===== src/rtl/ex_muldiv_pkg.sv =====
// Shared definitions for the EX-stage multiply/divide unit: funct3 encodings,
// FSM states and small decode helpers.
package ex_muldiv_pkg;

    localparam int XLEN_DEFAULT = 32;

    localparam logic [6:0] FUNCT7_MULDIV = 7'b0000001;

    localparam logic [2:0] F3_MUL    = 3'b000;
    localparam logic [2:0] F3_MULH   = 3'b001;
    localparam logic [2:0] F3_MULHSU = 3'b010;
    localparam logic [2:0] F3_MULHU  = 3'b011;
    localparam logic [2:0] F3_DIV    = 3'b100;
    localparam logic [2:0] F3_DIVU   = 3'b101;
    localparam logic [2:0] F3_REM    = 3'b110;
    localparam logic [2:0] F3_REMU   = 3'b111;

    typedef enum logic [1:0] {
        ST_IDLE,
        ST_MUL,
        ST_DIV,
        ST_DONE
    } state_e;

    function automatic logic is_muldiv_funct7(input logic [6:0] funct7);
        return funct7 == FUNCT7_MULDIV;
    endfunction

    function automatic logic is_div_op(input logic [2:0] f3);
        return (f3 == F3_DIV) || (f3 == F3_DIVU) || (f3 == F3_REM) || (f3 == F3_REMU);
    endfunction

    function automatic logic is_signed_div(input logic [2:0] f3);
        return (f3 == F3_DIV) || (f3 == F3_REM);
    endfunction

    function automatic logic is_rem_op(input logic [2:0] f3);
        return (f3 == F3_REM) || (f3 == F3_REMU);
    endfunction

endpackage


===== src/rtl/ex_muldiv_if.sv =====
// EX <-> multiply/divide handshake: operands and strobes in, stall/done/result out.
interface ex_muldiv_if #(parameter int XLEN = 32);

    logic            start_i;
    logic [2:0]      func3_i;
    logic [XLEN-1:0] src1_i;
    logic [XLEN-1:0] src2_i;
    logic            flush_i;
    logic            stallreq_o;
    logic            done_o;
    logic [XLEN-1:0] result_o;

    modport master (
        output start_i, func3_i, src1_i, src2_i, flush_i,
        input  stallreq_o, done_o, result_o
    );

    modport slave (
        input  start_i, func3_i, src1_i, src2_i, flush_i,
        output stallreq_o, done_o, result_o
    );

endinterface


===== src/rtl/ex_muldiv_div.sv =====
// Restoring divider datapath on unsigned magnitudes: one quotient bit per step.
module ex_muldiv_div #(
    parameter int XLEN = 32
) (
    input  logic            clk,
    input  logic            rst,
    input  logic            load,
    input  logic            step,
    input  logic [XLEN-1:0] dividend,
    input  logic [XLEN-1:0] divisor,
    output logic [XLEN-1:0] quo_next,
    output logic [XLEN-1:0] rem_next,
    output logic            last_step
);

    localparam int CNT_W = $clog2(XLEN) + 1;

    logic [XLEN-1:0]  rem_q;
    logic [XLEN-1:0]  quo_q;
    logic [XLEN-1:0]  divisor_q;
    logic [CNT_W-1:0] cnt_q;
    logic [XLEN:0]    shifted;
    logic [XLEN-1:0]  sub;
    logic             fits;

    // The partial remainder is always below the divisor, so a subtraction
    // that fits leaves a value that needs only XLEN bits.
    always_comb begin
        shifted   = {rem_q, quo_q[XLEN-1]};
        fits      = shifted >= {1'b0, divisor_q};
        sub       = shifted[XLEN-1:0] - divisor_q;
        rem_next  = fits ? sub : shifted[XLEN-1:0];
        quo_next  = {quo_q[XLEN-2:0], fits};
        last_step = cnt_q == CNT_W'(XLEN - 1);
    end

    always_ff @(posedge clk or negedge rst) begin
        if (!rst) begin
            rem_q     <= '0;
            quo_q     <= '0;
            divisor_q <= '0;
            cnt_q     <= '0;
        end else if (load) begin
            rem_q     <= '0;
            quo_q     <= dividend;
            divisor_q <= divisor;
            cnt_q     <= '0;
        end else if (step) begin
            rem_q <= rem_next;
            quo_q <= quo_next;
            cnt_q <= cnt_q + 1'b1;
        end
    end

endmodule


===== src/rtl/ex_muldiv.sv =====
// Iterative RV32M/RV64M multiply/divide unit for EX. Optional divide-result
// cache (DIV/REM fusion) enabled by defining EX_MULDIV_REMFUSE_EN.
module ex_muldiv
    import ex_muldiv_pkg::*;
#(
    parameter int XLEN       = XLEN_DEFAULT,
    parameter int MUL_UNROLL = 4
) (
    input  logic         clk,
    input  logic         rst,
    ex_muldiv_if.slave   bus
);

    localparam int MUL_STEPS = XLEN / MUL_UNROLL;
    localparam int CNT_W     = $clog2(XLEN) + 1;
    localparam logic [XLEN-1:0] MOST_NEG = {1'b1, {(XLEN-1){1'b0}}};

    state_e            state_q, state_d;
    logic [2:0]        func3_q;
    logic [XLEN-1:0]   result_q;
    logic [2*XLEN-1:0] acc_q, mcand_q, acc_step, product;
    logic [XLEN-1:0]   mplier_q, mul_res;
    logic [CNT_W-1:0]  mul_cnt_q;
    logic              sign_q, a_neg_q, mul_last;

    logic [2:0]        f3;
    logic [XLEN-1:0]   a, b, a_mag, b_mag;
    logic              accept, div_op, div_signed, a_neg, b_neg;
    logic              special, fast, stall, done;
    logic [XLEN-1:0]   special_res, fast_res;

    logic [XLEN-1:0]   quo_next, rem_next, quo_fix, rem_fix, div_res;
    logic              div_last;

    assign f3 = bus.func3_i;
    assign a  = bus.src1_i;
    assign b  = bus.src2_i;

    // Decode of the presented op: operand magnitudes and the one-cycle
    // divide corner cases (divide by zero, signed overflow).
    always_comb begin
        accept     = (state_q == ST_IDLE) && bus.start_i && !bus.flush_i;
        div_op     = is_div_op(f3);
        div_signed = is_signed_div(f3);
        if (div_op) begin
            a_neg = div_signed && a[XLEN-1];
            b_neg = div_signed && b[XLEN-1];
        end else begin
            a_neg = ((f3 == F3_MUL) || (f3 == F3_MULH) || (f3 == F3_MULHSU)) && a[XLEN-1];
            b_neg = ((f3 == F3_MUL) || (f3 == F3_MULH)) && b[XLEN-1];
        end
        a_mag   = a_neg ? -a : a;
        b_mag   = b_neg ? -b : b;
        special = div_op && ((b == '0) || (div_signed && (a == MOST_NEG) && (b == '1)));
        if (b == '0) begin
            special_res = is_rem_op(f3) ? a : '1;
        end else begin
            special_res = is_rem_op(f3) ? '0 : a;
        end
    end

`ifdef EX_MULDIV_REMFUSE_EN
    logic            cache_valid_q, cache_signed_q, cache_hit;
    logic [XLEN-1:0] cache_a_q, cache_b_q, cache_quo_q, cache_rem_q;
    logic [XLEN-1:0] src1_q, src2_q, cache_res;

    always_comb begin
        cache_hit = div_op && cache_valid_q && (cache_a_q == a) && (cache_b_q == b)
                    && (cache_signed_q == div_signed);
        cache_res = is_rem_op(f3) ? cache_rem_q : cache_quo_q;
    end

    // Remember the operands and both results of the last full divide so a
    // matching DIV/REM pair only pays the long latency once.
    always_ff @(posedge clk or negedge rst) begin
        if (!rst) begin
            cache_valid_q  <= 1'b0;
            cache_signed_q <= 1'b0;
            cache_a_q      <= '0;
            cache_b_q      <= '0;
            cache_quo_q    <= '0;
            cache_rem_q    <= '0;
            src1_q         <= '0;
            src2_q         <= '0;
        end else if (bus.flush_i) begin
            cache_valid_q <= 1'b0;
        end else begin
            if (accept) begin
                src1_q <= a;
                src2_q <= b;
            end
            if ((state_q == ST_DIV) && div_last) begin
                cache_valid_q  <= 1'b1;
                cache_signed_q <= is_signed_div(func3_q);
                cache_a_q      <= src1_q;
                cache_b_q      <= src2_q;
                cache_quo_q    <= quo_fix;
                cache_rem_q    <= rem_fix;
            end
        end
    end
`endif

    always_comb begin
        fast     = special;
        fast_res = special_res;
`ifdef EX_MULDIV_REMFUSE_EN
        if (!special && cache_hit) begin
            fast     = 1'b1;
            fast_res = cache_res;
        end
`endif
    end

    // Retire MUL_UNROLL multiplier bits per cycle into the 2*XLEN accumulator.
    always_comb begin
        acc_step = acc_q;
        for (int i = 0; i < MUL_UNROLL; i++) begin
            if (mplier_q[i]) begin
                acc_step = acc_step + (mcand_q << i);
            end
        end
        product  = sign_q ? -acc_step : acc_step;
        mul_res  = (func3_q == F3_MUL) ? product[XLEN-1:0] : product[2*XLEN-1:XLEN];
        mul_last = mul_cnt_q == CNT_W'(MUL_STEPS - 1);
        quo_fix  = sign_q ? -quo_next : quo_next;
        rem_fix  = a_neg_q ? -rem_next : rem_next;
        div_res  = is_rem_op(func3_q) ? rem_fix : quo_fix;
    end

    ex_muldiv_div #(.XLEN(XLEN)) u_div (
        .clk       (clk),
        .rst       (rst),
        .load      (accept && div_op && !fast),
        .step      ((state_q == ST_DIV) && !bus.flush_i),
        .dividend  (a_mag),
        .divisor   (b_mag),
        .quo_next  (quo_next),
        .rem_next  (rem_next),
        .last_step (div_last)
    );

    always_ff @(posedge clk or negedge rst) begin
        if (!rst) begin
            state_q <= ST_IDLE;
        end else begin
            state_q <= state_d;
        end
    end

    always_comb begin
        state_d = state_q;
        stall   = 1'b0;
        done    = 1'b0;
        case (state_q)
            ST_IDLE: begin
                stall = accept;
                if (accept) begin
                    state_d = fast ? ST_DONE : (div_op ? ST_DIV : ST_MUL);
                end
            end
            ST_MUL: begin
                stall = 1'b1;
                if (bus.flush_i)   state_d = ST_IDLE;
                else if (mul_last) state_d = ST_DONE;
            end
            ST_DIV: begin
                stall = 1'b1;
                if (bus.flush_i)   state_d = ST_IDLE;
                else if (div_last) state_d = ST_DONE;
            end
            ST_DONE: begin
                done    = 1'b1;
                state_d = ST_IDLE;
            end
            default: state_d = ST_IDLE;
        endcase
    end

    always_ff @(posedge clk or negedge rst) begin
        if (!rst) begin
            func3_q   <= '0;
            result_q  <= '0;
            acc_q     <= '0;
            mcand_q   <= '0;
            mplier_q  <= '0;
            mul_cnt_q <= '0;
            sign_q    <= 1'b0;
            a_neg_q   <= 1'b0;
        end else if (accept) begin
            func3_q   <= f3;
            acc_q     <= '0;
            mcand_q   <= {{XLEN{1'b0}}, a_mag};
            mplier_q  <= b_mag;
            mul_cnt_q <= '0;
            sign_q    <= a_neg ^ b_neg;
            a_neg_q   <= a_neg;
            if (fast) begin
                result_q <= fast_res;
            end
        end else if ((state_q == ST_MUL) && !bus.flush_i) begin
            acc_q     <= acc_step;
            mcand_q   <= mcand_q << MUL_UNROLL;
            mplier_q  <= mplier_q >> MUL_UNROLL;
            mul_cnt_q <= mul_cnt_q + 1'b1;
            if (mul_last) begin
                result_q <= mul_res;
            end
        end else if ((state_q == ST_DIV) && !bus.flush_i && div_last) begin
            result_q <= div_res;
        end
    end

    // Stall is forced low while reset is held so ctrl never sees a stale request.
    assign bus.stallreq_o = stall && rst;
    assign bus.done_o     = done;
    assign bus.result_o   = result_q;

endmodule


===== src/flat_wrapper.sv =====
// flat-port wrapper written by rule: the top's interface ports become plain ports
module ex_muldiv_flat import ex_muldiv_pkg::*;
#(
    parameter int XLEN       = XLEN_DEFAULT,
    parameter int MUL_UNROLL = 4
)
  (clk, rst, bus_start_i, bus_func3_i, bus_src1_i, bus_src2_i, bus_flush_i, bus_stallreq_o, bus_done_o, bus_result_o);
  ex_muldiv_if #(.XLEN(XLEN)) bus_i ();
  input  logic clk;
  input  logic rst;
  input wire logic [$bits(bus_i.start_i)-1:0] bus_start_i;
  input wire logic [$bits(bus_i.func3_i)-1:0] bus_func3_i;
  input wire logic [$bits(bus_i.src1_i)-1:0] bus_src1_i;
  input wire logic [$bits(bus_i.src2_i)-1:0] bus_src2_i;
  input wire logic [$bits(bus_i.flush_i)-1:0] bus_flush_i;
  output wire logic [$bits(bus_i.stallreq_o)-1:0] bus_stallreq_o;
  output wire logic [$bits(bus_i.done_o)-1:0] bus_done_o;
  output wire logic [$bits(bus_i.result_o)-1:0] bus_result_o;
  assign bus_i.start_i = bus_start_i;
  assign bus_i.func3_i = bus_func3_i;
  assign bus_i.src1_i = bus_src1_i;
  assign bus_i.src2_i = bus_src2_i;
  assign bus_i.flush_i = bus_flush_i;
  assign bus_stallreq_o = bus_i.stallreq_o;
  assign bus_done_o = bus_i.done_o;
  assign bus_result_o = bus_i.result_o;
  ex_muldiv #(.XLEN(XLEN), .MUL_UNROLL(MUL_UNROLL)) u_core (.clk(clk), .rst(rst), .bus(bus_i));
endmodule

===== config.mk =====
export PLATFORM = sky130hd
export DESIGN_NAME = ex_muldiv_flat
export DESIGN_NICKNAME = d
export VERILOG_FILES = /design/src/rtl/ex_muldiv_pkg.sv /design/src/rtl/ex_muldiv_if.sv /design/src/rtl/ex_muldiv_div.sv /design/src/rtl/ex_muldiv.sv /design/src/flat_wrapper.sv
export SDC_FILE = /design/constraint.sdc
export NUM_CORES = 2
export LEC_CHECK = 0
export BUFFER_PORTS_ARGS = -buffer_cell sky130_fd_sc_hd__buf_2
export CORE_ASPECT_RATIO = 1.25
export CORE_MARGIN = 1
export CORE_UTILIZATION = 40
export CTS_BUF_LIST = sky130_fd_sc_hd__clkbuf_8
export CTS_CLUSTER_SIZE = 8
export DETAILED_ROUTE_END_ITERATION = 10
export GPL_TIMING_DRIVEN = 0
export PLACE_DENSITY = 0.65
export SYNTH_ARGS = -nofsm -noshare
export SYNTH_HDL_FRONTEND = slang
export SYNTH_HIERARCHICAL = 1
export SYNTH_SLANG_ARGS = --single-unit

===== constraint.sdc =====
create_clock -name clk -period 19.5 [get_ports clk]
set_input_delay 3.9 -clock clk [delete_from_list [all_inputs] [get_ports clk]]
set_output_delay 3.9 -clock clk [all_outputs]
set_load 0.02 [all_outputs]

==> run summary <==
Top FF cell, synth: dfrtp_1
HPWL Detailed: 191,000 um
Post-CTS Hold Fix Bufs: 0
Pre-antenna DRT Iters: 6
CP bufs+invs: 12
post-synthesis async set-or-reset flop share: 1.00
worst-path maximum fanout: 10
die width: 291 um
post-CTS sizing: 0
syn_nets: 6,203
crit share post-route: 0.927
drt drc: 0
port buffer count: 103
Peak Freq: 55.3 MHz
nets: 6,376
mapped cell area: 0.0416 mm2
first-pass GRT wire length: 326,000 um
Distinct cells, synth: 103
status: complete, but fails checks
routed vias/inst: 6.71
initial antenna violation count: 11
grt ovf: 0
Crit path largest cell delay: 980 ps
Relative slew margins: -0.0931
largest net degree at the start of global routing: 108
Finish-stage setup viols: 0
CP Class: reg2reg
met2 usage: 0.691
Crit path required time: 20,100 ps
Die Area: 0.105 mm2
Rows: 132
Critical Path End Type: register
Final Slew Violations: 22
H-tree levels: 2
io pins: 105
initial core utilization: 0.403
HP Class: reg2reg
Total Routing Usage GR: 0.424
setup bufs post-CTS: 0
RSZ-0062 raised after global routing: no
met3 layer usage reported by global route: 0.0687
Final Hold Viols: 0
fill count: 10.9k
Slew @ Worst Pin: 1640 ps
CTS Buf Count: 54
GRT Max-Usage Layer: met2
worst skew pair latency: 720 ps
total number of vias: 49.6k
area grow syn2layout: 8.69%
Clock Sinks: 307
CTS tree: yes
Antenna Nets Post-Route: 0
Synth Register Bits: 307
Root Buffer: clkbuf_8
core area: 0.103 mm2
Post-synth EDFFs: 0
clock-pin slew on the worst setup and hold paths: 60 ps
slowest CP cell: buf_1
Yosys warnings: 6
syn_area_per_cell: 7.14 um2
layout cells sized above 1: 0.0709
failing checks: capacitance limit, slew limit
maximum buffer depth of the clock tree: 3
wire per inst: 31.5 um
Die Y: 363 um
reported max-cap violation count: 5
final wirelength: 233,000 um
Cells after Synth: 5,837
sequential share of the synthesized area: 0.184
Fin Setup TNS: 0 ps
routability cong.: 1.11
CP top delay family: compound AO/OA/AOI/OAI gates
Critical Path Source Type: register
number of global-route vias before repair: 46.8k
met1 usage: 0.481
Iter 0 DRT Violations: 5,470
skew final: 28.5 ps
crit path DAT: 18,670 ps
min Tclk post-route: 18,070 ps
-- tightest hold or removal path, cell delays in order (launching register included) --
cell and delay, ps:
dfrtp_1 340, nand2_1 50, nand2_1 50
-- cells by family after synthesis --
group                      count (synthesis)  share of synthesized area
AOI/OAI and AO/OA                       2041                      0.317
xor gates and xnor gates                 333                     0.0700
adders and majority gates                295                     0.0895
buffers and inverters                    512                     0.0501
DFF                                      307                      0.184
muxes                                    165                     0.0420
and+or+nand+nor                         2184                      0.246
-- metrics by stage --
step	worst slack [ps]	utilization	instances	area, um2	hold slack, ps
after floorplan	8520	-	5837	41600	430
after global placement	1700	0.424	7280	43800	450
after detailed placement	2060	0.426	7291	44000	454
after CTS	2030	0.437	7385	45200	467
after global routing	1110	0.438	7392	45300	490
final	1430	0.438	7394	45300	464
-- cell type report --
| cell class | instances | area [um2] | area share |
|---|---|---|---|
| multi-input cells | 5018 | 31900 | 0.705 |
| repair buffers | 117 | 696 | 0.0154 |
| plain buffers | 365 | 1540 | 0.0339 |
| flip-flops and latches | 307 | 7680 | 0.170 |
| well taps | 1340 | 1680 | 0.0370 |
| clock inverters | 29 | 304 | 0.00672 |
| clock buffers | 65 | 895 | 0.0198 |
| diodes | 6 | 15.0 | 0.000332 |
| inverters | 147 | 552 | 0.0122 |
-- state kept, by name (all words and copies together), names as in the netlist --
signal and flops:
u_core/u_div/cnt_q 6, u_core/u_div/rem_q 32, u_core/u_div/quo_q 32, u_core/a_neg_q 1, u_core/mul_cnt_q 6, u_core/mcand_q 64
u_core/func3_q 3, u_core/acc_q 64, u_core/u_div/divisor_q 32, u_core/sign_q 1, u_core/state_q 2, u_core/bus.result_o 32
u_core/mplier_q 32
-- cells in the mapped netlist (27+ instances only) --
library cell | number | area, um2
mux2_2 | 78 | 878
or3_1 | 64 | 400
o211ai_1 | 46 | 345
nor2b_1 | 33 | 206
a22o_1 | 37 | 324
xor2_1 | 134 | 1170
ha_1 | 290 | 3630
buf_4 | 34 | 255
o31ai_1 | 74 | 556
o21ai_0 | 499 | 2500
o21a_1 | 95 | 713
nor4_1 | 41 | 257
clkbuf_1 | 283 | 1060
dfrtp_1 | 307 | 7680
a22oi_1 | 70 | 526
inv_1 | 146 | 548
a211oi_1 | 65 | 488
o221ai_1 | 29 | 254
xnor2_1 | 199 | 1740
mux2i_1 | 87 | 871
a21o_1 | 91 | 683
and2_1 | 32 | 200
nor2_1 | 458 | 1720
a31oi_1 | 59 | 369
nand4_1 | 147 | 920
a21oi_1 | 566 | 2830
nand2_1 | 872 | 3270
nand3_1 | 132 | 661
a221oi_1 | 30 | 263
or2_2 | 39 | 244
and3_1 | 31 | 194
a211o_1 | 27 | 236
o211a_1 | 30 | 300
or4_1 | 34 | 255
nor3_1 | 143 | 716
nand2b_1 | 70 | 438
o21bai_1 | 36 | 270
-- cell usage in the layout, fill, tap and decap left out, types with 91 or more instances in the layout --
master | netlist | routed
clkbuf_1 | 283 | 282
a21o_1 | 91 | 91
inv_1 | 146 | 157
nor3_1 | 143 | 143
o21a_1 | 95 | 95
xnor2_1 | 199 | 199
nand3_1 | 132 | 132
dfrtp_1 | 307 | 307
nand4_1 | 147 | 147
a21oi_1 | 566 | 566
nor2_1 | 458 | 457
nand2_1 | 872 | 872
buf_2 | 21 | 125
xor2_1 | 134 | 134
o21ai_0 | 499 | 497
ha_1 | 290 | 290
-- metal layers --
metal	wire, um	share of wire	vias to the layer above
met2	104000	0.45	2884
li1	-	-	22000
met5	26	0.00011	-
met3	20000	0.086	886
met4	24700	0.11	4
met1	84300	0.36	23800
-- worst paths after layout --
| path | start | endpoint | slack (ps) | cells after the start |
|---|---|---|---|---|
| worst min register to register | u_core/mplier_q[30]$_DFFE_PN0N_ | u_core/mplier_q[26]$_DFFE_PN0N_ | 460 | 2 |
| max in group asynchronous | rst | u_core/acc_q[2]$_DFFE_PN0N_ | 15200 | 3 |
| worst max register to register | u_core/mplier_q[0]$_DFFE_PN0N_ | u_core/bus.result_o[25]$_DFFE_PN0P_ | 1430 | 45 |
| worst max-delay path | u_core/mplier_q[0]$_DFFE_PN0N_ | u_core/bus.result_o[25]$_DFFE_PN0P_ | 1430 | 45 |
| min in group asynchronous | rst | u_core/u_div/divisor_q[21]$_DFFE_PN0P_ | 3120 | 1 |
| worst min-delay path | u_core/mplier_q[30]$_DFFE_PN0N_ | u_core/mplier_q[26]$_DFFE_PN0N_ | 460 | 2 |
Power is not shown: default switching activity piles up to over one toggle a cycle in this logic, so the estimate is an artifact.
